## src/rtl/rr_grant_ctrl8_pkg.sv

```systemverilog
// Shared definitions for the 8-way round-robin grant controller.
package rr_grant_ctrl8_pkg;
  localparam int NREQ = 8;
  localparam int IDXW = 3;

  typedef enum logic {
    ST_IDLE  = 1'b0,
    ST_GRANT = 1'b1
  } state_t;
endpackage

```

## src/rtl/rr_grant_ctrl8_onehot_enc8.sv

```systemverilog
// 8-bit one-hot to 3-bit binary index encoder; all-zero input yields index 0.
module onehot_enc8
  import rr_grant_ctrl8_pkg::*;
(
  input  logic [NREQ-1:0] i_onehot,
  output logic [IDXW-1:0] o_idx
);

  always_comb begin
    o_idx = '0;
    for (int unsigned i = 0; i < NREQ; i++) begin
      if (i_onehot[i]) o_idx = o_idx | IDXW'(i);
    end
  end

endmodule

```

## src/rtl/rr_grant_ctrl8.sv

```systemverilog
// Round-robin arbiter sharing one resource among 8 requesters, with optional
// maximum-hold timeout and a mandatory idle cycle between grants.
module rr_grant_ctrl8
  import rr_grant_ctrl8_pkg::*;
#(
  parameter int MAX_HOLD = 16,
  parameter int CNTW     = 5
) (
  input  logic            clk,
  input  logic            rst_n,
  input  logic            en,
  input  logic [NREQ-1:0] req,
  output logic [NREQ-1:0] grant,
  output logic [IDXW-1:0] grant_idx,
  output logic            grant_valid,
  output logic            timeout
);

  localparam logic [CNTW-1:0] LP_HOLD_LAST = CNTW'((MAX_HOLD == 0) ? 0 : MAX_HOLD - 1);

  state_t          r_state;
  logic [IDXW-1:0] r_ptr;
  logic [IDXW-1:0] r_idx;
  logic [CNTW-1:0] r_hold;
  logic [NREQ-1:0] r_grant;
  logic            r_valid;
  logic            r_timeout;

  logic [NREQ-1:0] w_rot;
  logic [NREQ-1:0] w_pick;
  logic [NREQ-1:0] w_sel;
  logic [NREQ-1:0] w_next_grant;
  logic [IDXW-1:0] w_next_idx;
  logic            w_start;
  logic            w_held_req;
  logic            w_hold_last;

  // Rotation done with 3-bit index arithmetic so the modulo-8 wrap is implicit.
  always_comb begin
    w_rot = '0;
    for (int unsigned i = 0; i < NREQ; i++) begin
      w_rot[i] = req[IDXW'(i) + r_ptr];
    end
  end

  assign w_pick = w_rot & (~w_rot + NREQ'(1));

  always_comb begin
    w_sel = '0;
    for (int unsigned i = 0; i < NREQ; i++) begin
      w_sel[IDXW'(i) + r_ptr] = w_pick[i];
    end
  end

  assign w_start      = (r_state == ST_IDLE) && en && (|req);
  assign w_next_grant = w_start ? w_sel : '0;
  assign w_held_req   = req[r_idx];
  assign w_hold_last  = (MAX_HOLD != 0) && (r_hold == LP_HOLD_LAST);

  onehot_enc8 u_enc (
    .i_onehot (w_next_grant),
    .o_idx    (w_next_idx)
  );

  always_ff @(posedge clk or negedge rst_n) begin
    if (!rst_n) begin
      r_state   <= ST_IDLE;
      r_ptr     <= '0;
      r_idx     <= '0;
      r_hold    <= '0;
      r_grant   <= '0;
      r_valid   <= 1'b0;
      r_timeout <= 1'b0;
    end else begin
      r_timeout <= 1'b0;
      case (r_state)
        ST_IDLE: begin
          if (w_start) begin
            r_grant <= w_next_grant;
            r_idx   <= w_next_idx;
            r_valid <= 1'b1;
            r_hold  <= '0;
            r_state <= ST_GRANT;
          end
        end
        ST_GRANT: begin
          // Release takes priority: timeout only flags when the request is still up.
          if (!w_held_req || w_hold_last) begin
            r_grant   <= '0;
            r_idx     <= '0;
            r_valid   <= 1'b0;
            r_ptr     <= r_idx + IDXW'(1);
            r_timeout <= w_held_req;
            r_state   <= ST_IDLE;
          end else begin
            r_hold <= r_hold + CNTW'(1);
          end
        end
        default: r_state <= ST_IDLE;
      endcase
    end
  end

  assign grant       = r_grant;
  assign grant_idx   = r_idx;
  assign grant_valid = r_valid;
  assign timeout     = r_timeout;

endmodule

```

## config.mk

```make
export PLATFORM = sky130hd
export DESIGN_NAME = rr_grant_ctrl8
export DESIGN_NICKNAME = d
export VERILOG_FILES = /design/src/rtl/rr_grant_ctrl8_pkg.sv /design/src/rtl/rr_grant_ctrl8_onehot_enc8.sv /design/src/rtl/rr_grant_ctrl8.sv
export SDC_FILE = /design/constraint.sdc
export NUM_CORES = 1
export LEC_CHECK = 0
export CAP_MARGIN = 20
export CORE_MARGIN = 2
export CORE_UTILIZATION = 58
export CTS_CLUSTER_DIAMETER = 200
export DETAILED_ROUTE_END_ITERATION = 8
export GPL_ROUTABILITY_DRIVEN = 0
export MAX_ROUTING_LAYER = met4
export PLACE_DENSITY = 0.89
export SKIP_CTS_REPAIR_TIMING = 1
export SLEW_MARGIN = 10
export SYNTH_ARGS = -nofsm -noshare
export SYNTH_HDL_FRONTEND = slang
export SYNTH_SLANG_ARGS = --single-unit
```

## constraint.sdc

```tcl
create_clock -name clk -period 3.4 [get_ports clk]
set_input_delay 0.68 -clock clk [delete_from_list [all_inputs] [get_ports clk]]
set_output_delay 0.68 -clock clk [all_outputs]
set_load 0.02 [all_outputs]
```

==> results of run 1 <==
## per-stage QoR
step           cell area [sq um]  cells  utilization [%]
3_5_place_dp                2800    350             69.0
2_1_floorplan               2500    278                -
6_report                    2870    355             70.7
3_3_place_gp                2800    350             69.0
5_1_grt                     2870    355             70.7
4_1_cts                     2850    354             70.3
## path summary, 6_finish.rpt
path                       slack [ps]  depth (start not counted)     start            to
max in group asynchronous        2390                          2     rst_n     r_hold[1]
max                               170                          9    req[3]  grant_idx[2]
min in group asynchronous         620                          1     rst_n      grant[7]
min                               480                          1  grant[6]      grant[6]
min reg2reg                       480                          1  grant[6]      grant[6]
max reg2reg                       190                          9  r_ptr[1]  grant_idx[2]
## synth_stat cells (all sizes together), types with 4 or more instances
cell,instances
nor2b,4
a21oi,13
nand3,16
o211ai,6
dfrtp,22
nor3,9
mux2,10
inv,8
mux4,13
a31oi,7
ha,9
o21ai,12
mux2i,12
o31ai,4
and3,4
o221ai,6
nand4,6
nor4,4
buf,6
clkbuf,11
nand2,38
nor2,17
xor2,5
## area by class of cell
class                           instances  area, sq um  share of cell area (%)
Inverter                                9         33.8                    1.18
Tap cell                               50         62.6                    2.18
Multi-Input combinational cell        230         1800                    62.8
Clock buffer                            4         55.1                    1.92
Timing Repair Buffer                   40          365                    12.7
Sequential cell                        22          551                    19.2
## layer usage
layer  share of wire [%]  track usage [%]  wire length, um
met2                  45             51.6             3370
met3                  11             7.27              835
met1                  38             42.2             2860
met4                 5.7             16.6              427
met5                   0                -                0
## registers in the layout (all words and copies together), names as in the netlist
register and cells:
grant 8, r_hold 5, grant_idx 3, r_ptr 3
grant_valid 1, r_state 1, timeout 1
## cells by family after synthesis
family                     after synthesis
adders and majority gates                9
AOI/OAI and AO/OA                       72
muxes                                   35
buffers and inverters                   26
DFF                                     22
and+or+nand+nor                        107
xor gates and xnor gates                 7
==> results.md, run 1 <==
- STA classifies the critical path endpoint as a flip-flop.
- The data required time of the critical path is 3520 ps.
- The adder-cell area share of the yosys netlist is around 4.5%.
- From bottom edge to top edge, the die measures 69.6 um.
- The first global-routing pass estimated 12,800 um of wire.
- The count of antenna diodes in the layout is 0.
- The top cell type by area accounts for 22.1% of the synthesized area.
- After layout, the minimum clock period comes to approximately 3200 ps.
- The final layout contains routed wiring with a total length of between 7000 and 8000 um.
- Entering global routing, the biggest net connects 26 pins.
- Hold timing on the final database bottoms out at a slack of around 480 ps.
- The wire length per cell after detailed routing is 21.1 um.
- The highest clock rate is 309 MHz.
- The floorplan step defined a die boundary enclosing 4840 sq um.
- For the final database, setup skew stands at 1.34 ps.
- Buffers placed on the I/O ports in this run total 23.
- 24 I/O pins were placed.
- The setup TNS after final layout is 0 ps.
- The number of hold violations in the final report is 0.
- The most numerous cell type found on the critical path is nand4_1.
- The number of storage elements in the synthesis netlist is 22.
- The part of the Yosys area used for sequential elements is 22.1%.
- Dividing the detail-routed via count by the number of cells gives 7.35.
- The part of the cycle the worst path needs is 95.1%.
- In the synthesized netlist, the number of instances is 278.
- The initial utilization of the core area, before any placement, comes to 61.5%.
- After detailed routing, the number of remaining DRC violations is 0.
- After clock tree synthesis, the clock-pin slew on the worst setup and hold paths is 80 ps.
- The basic-gate share of the synthesized area counting and, or, nand and nor cells is a little over a fifth.
- Counting the buffers created by CTS gives 3.
- The number of enable-type register cells in the synthesized netlist is 0.
- The type of origin of the critical path is a primary input.
- Together, buffers and inverters on the worst path number 1.
- The number of clock sinks is 22.
- The number of levels in the clock H-tree is 1.
- The number of max-slew violations in the final report is 0.
- The number of maximum-capacitance violations is 0.
- The smallest setup slack after layout is 168 ps.
- The post-route antenna net violation count is 0.
- The data arrival time of the critical path is 3350 ps.
- Once detailed placement completed, the half-perimeter wirelength came to 5530 um.
- At the end of the flow, the number of nets in the layout was 326.
- The latest clock arrival within the worst-skew pair is 260 ps.
- Walking the worst path, the cells encountered are clkdlybuf4s50_1 -> mux2i_1 -> mux4_2 -> nand4_1 -> o211a_1 -> a311oi_1 -> o31a_1 -> nor2b_1 -> nand4_1.
- The post-synthesis instance area is roughly 2500 sq um.
- The die is 69.6 um wide.
- After the first detailed-routing iteration, the DRC count stood at 493.
- Global routing used 33.6% of the available tracks.
- The prevailing post-synth register cell is dfrtp_1.
- Compared with the post-synthesis result, the final layout area differs by 14.9%.
- The library cells used most frequently in the layout, excluding fill and tap cells, are 38 x nand2_1, 23 x clkdlybuf4s50_1, 22 x dfrtp_1.
- By area, the combinational part of the netlist is dominated by simple AND/OR/NAND/NOR gates.
- The final-layout fill cell count is 285.
- The relative slew slack is 67.0%.
- The actual transition at the worst max-transition pin is 495 ps.
- The floorplan has 23 rows.
- The highest net fanout along the worst path is 15.
- Averaged over all synthesized cells, the footprint is 8.98 sq um.
- Of all flip-flops after synthesis, the portion carrying an async set or reset was 100%.
- TritonCTS built the clock tree.
- The kind of cell adding the most delay to the critical path is multiplexers.
- The initial antenna violation count is 0.
- The clock passes through at most 2 buffers.
- Setup repair after global routing left no endpoint under its margin.
- The core region is 4060 sq um.
- Ranked by total cell area, the synthesized netlist is headed by dfrtp_1 22%, mux4_2 11%, nand2_1 5.7%.
- Cells with a size suffix above 1 make up 17.4% of the layout.
- The count of final setup violators is 0.
- The run finished with clean final reports.
- Leaving out fill and tap cells, the most frequent cell in the layout is nand2_1.
- The via count of the first global-routing pass was 2,627.
- The largest single stage delay on the critical path is 670 ps.
- The Yosys warning count is 0.
- The first-pass iteration count of the detailed router is 9.
- Timing analysis after detailed placement gives a worst setup slack of 44.6 ps.
- The critical path is of the primary input to flip-flop type.
- The global-route congestion overflow total is 0.
- The area share of xor/xnor cells in the synthesized design is under 10%.
- The biggest area contributor in the post-synthesis netlist is dfrtp_1.
- The cell at the root of the clock tree is clkbuf_8.
- The number of nets produced by synthesis is 298.
- In this run, distinct cell masters in the synthesized netlist total 57.
- The total vias in the final route is 2,608.
- On the critical path, the stage with the largest delay is an instance of mux4_2.
- The multiplexer share of the synthesized area is 21.8%.
- The min-delay analysis places its worst path in the category flip-flop to flip-flop.
- The synthesized-area fraction occupied by ao, oa, aoi and oai cells is 20.5%.
Power of run 1 is not shown: default switching activity piles up to over one toggle a cycle in this logic, so the estimate is an artifact.
==> run 2: changes to the inputs <==
--- a/config.mk
+++ b/config.mk
@@ -7,13 +7,14 @@
 export LEC_CHECK = 0
 export CAP_MARGIN = 20
 export CORE_MARGIN = 2
-export CORE_UTILIZATION = 58
+export CORE_UTILIZATION = 28
 export CTS_CLUSTER_DIAMETER = 200
 export DETAILED_ROUTE_END_ITERATION = 8
 export GPL_ROUTABILITY_DRIVEN = 0
 export MAX_ROUTING_LAYER = met4
-export PLACE_DENSITY = 0.89
+export PLACE_DENSITY = 0.53
 export SKIP_CTS_REPAIR_TIMING = 1
+export SKIP_LAST_GASP = 1
 export SLEW_MARGIN = 10
 export SYNTH_ARGS = -nofsm -noshare
 export SYNTH_HDL_FRONTEND = slang
==> results.md, run 2 (same netlist as run 1, synthesis figures left out) <==
- The count of antenna diodes in the layout came to 0 (unchanged).
- The number of buffers added by the clock tree synthesis step is 3 (unchanged).
- The largest incremental delay on the critical path is 540 ps (-130 ps).
- The total track usage was 17.2% (-16 points).
- Tracing the worst setup path back leads to its startpoint at req[4].
- The buffering stage count on the worst path with inverters included is 1 (unchanged).
- The worst setup path is launched from a primary input.
- The path class of the lowest-slack min-delay path is flip-flop to flip-flop.
- From synthesis to final layout, the design area changed by 20.5%.
- The latest clock arrival within the worst-skew pair was 260 ps (about the same).
- The flow ran to the end, and the final reports show no timing, DRC or antenna violations.
- The hold path depth is 1 (unchanged).
- In the layout the commonest cells are 38 x nand2_1, 23 x clkdlybuf4s50_1, 23 x buf_4.
- The data required time of the critical path was 3600 ps (+80 ps).
- The final critical delay including setup and external delays is 3160 ps (-69.2 ps).
- Broken down by cell family, the worst path's largest delay share belongs to simple AND/OR/NAND/NOR gates.
- The worst min-delay path endpoint is grant[3].
- The clock transition at the registers of the reported paths came to 80 ps (about the same).
- The worst flop-to-flop path startpoint is r_ptr[1].
- The cell at the root of the clock tree is clkbuf_8.
- The die area was 9690 sq um (+100%).
- The count of unresolved DRC violations after routing is 0 (unchanged).
- The height of the chip is 98.4 um (+41%).
- The first-pass iteration count of the detailed router came to 5 (-4).
- Traced cell by cell, the critical path runs through clkdlybuf4s50_1 -> mux2i_1 -> mux4_2 -> nand3_1 -> nor3_2 -> a32oi_1 -> o21a_1 -> nor2b_1 -> nand4_1.
- In this run the critical register-to-register path is captured at grant_idx[2].
- The part of the cycle the worst path needs is 93.0% (-2.0 points).
- The fraction of layout cells with a size suffix above 1 was 19.2% (+1.9 points).
- The TritonCTS clock tree is built.
- The count of final setup violators is 0 (unchanged).
- The horizontal die dimension is 98.4 um (+41%).
- The actual transition at the worst max-transition pin is 794 ps (+299 ps).
- The total of buffers placed on input and output ports was 23 (unchanged).
- The via count normalized by instance count is 6.06 (-17%).
- STA classifies the critical path endpoint as a flip-flop.
- The number of clock sinks came to 22 (unchanged).
- The number of maximum-capacitance violations is 0 (unchanged).
- The highest net fanout along the worst path is 7 (-8).
- The initial antenna violation count came to 0 (unchanged).
- The wire length per cell after detailed routing is 19.2 um (-9.1%).
- The cell row count came to 34 (+48%).
- The total vias in the final route is 2,547 (-2.3%).
- The number of hold violations in the final report is 0 (unchanged).
- The worst reg-to-reg path cell count was 11 (+2).
- The final HPWL from detailed placement is 6070 um (+9.7%).
- The most frequent standard cell in the layout excluding fill and tap cells is nand2_1.
- The setup TNS after final layout is 0 ps (unchanged).
- The number of primary I/O pins was 24 (unchanged).
- The worst-case register-to-register setup slack is 250 ps (+60 ps).
- The final wirelength is 8060 um (+7.5%).
- In this run the most critical hold path is launched from grant[3].
- The maximum buffer depth of the clock tree is 2 (unchanged).
- The highest clock rate is 316 MHz (+2.2%).
- The post-detailed-placement cell area is 2920 sq um (+4.5%).
- The net total in the final layout is 333 (+2.1%).
- The slowest stage of the critical path belongs to the cell clkdlybuf4s50_1.
- The footprint of the multi-input gates came to 1800 sq um (unchanged).
- The worst clock skew is 8.35 ps (+7.01 ps).
- The core area is 8680 sq um (+110%).
- The initial DRC count is 364 (-26%).
- The number of max-slew violations in the final report is 0 (unchanged).
- The number of levels in the clock H-tree is 1 (unchanged).
- The via count of the first global-routing pass is 2,545 (-3.1%).
- The data arrival time of the critical path is 3360 ps (about the same).
- The sequential cell area is 551 sq um (unchanged).
- The initial core utilization is 28.8% (-33 points).
- The global-route congestion overflow total was 0 (unchanged).
- The wire length of the first global-routing pass came to 13,200 um (+2.9%).
- The final-layout fill cell count was 912 (+220%).
- The post-route antenna net violation count is 0 (unchanged).
- The relative slew slack is 47.0% (-20 points).
- Setup repair after global routing left no endpoint under its margin.
- The number of flip-flops in the largest register is 8 (unchanged).
- The critical path class is primary input to flip-flop.
- The summed area of non-filler cells in the final layout came to 3010 sq um (+4.8%).
- The largest net degree at the start of global routing is 23 (-12%).
[run 2: changes by cell type in the layout (fill, tap and decap cells not counted), sizes merged]
cell | previous run | this run
buf | 17 | 24
bufinv | 0 | 1
clkbuf | 4 | 3
[run 2: cell type report]
type	count	share of cell area, %
Timing Repair Buffer	47	13.8
Clock buffer	3	1.37
Clock inverter	1	0.999
Tap cell	108	4.49
Sequential cell	22	18.3
Multi-Input combinational cell	230	59.9
Inverter	9	1.12
[run 2: how the worst max path moves through the flow]
stage	slack [ps]	endpoint	depth (start not counted)
6_report	240	grant_idx[2]	9
5_1_grt	30	grant_idx[2]	11
4_1_cts	290	grant_idx[0]	11
3_5_place_dp	-7	grant_idx[2]	9
3_3_place_gp	10	grant_idx[2]	9
2_1_floorplan	300	grant_idx[2]	12
[run 2: worst register-to-register path, stage by stage (launching register included)]
cell and delay [ps]:
dfrtp_1 580, inv_1 140, ha_1 530, buf_4 270, mux4_2 520, nand2_1 140
nor4_4 60, buf_4 170, nand3_1 80, o21ai_0 70, o21ai_0 330, nand4_1 130
[run 2: per-layer routing]
metal	GRT usage, %	wire length (um)
met1	21.9	3270
met2	28.5	3910
met3	1.21	598
met4	7.17	284
met5	-	0
[run 2: per-stage QoR]
step	hold WS (ps)	setup WS, ps	std cells	util [%]
6_report	481	237	420	34.6
2_1_floorplan	384	301	278	-
4_1_cts	488	288	419	34.5
5_1_grt	498	29.6	420	34.6
3_3_place_gp	461	11.4	415	33.7
3_5_place_dp	469	-7.01	415	33.7
Power of run 2 is left out for the same reason.
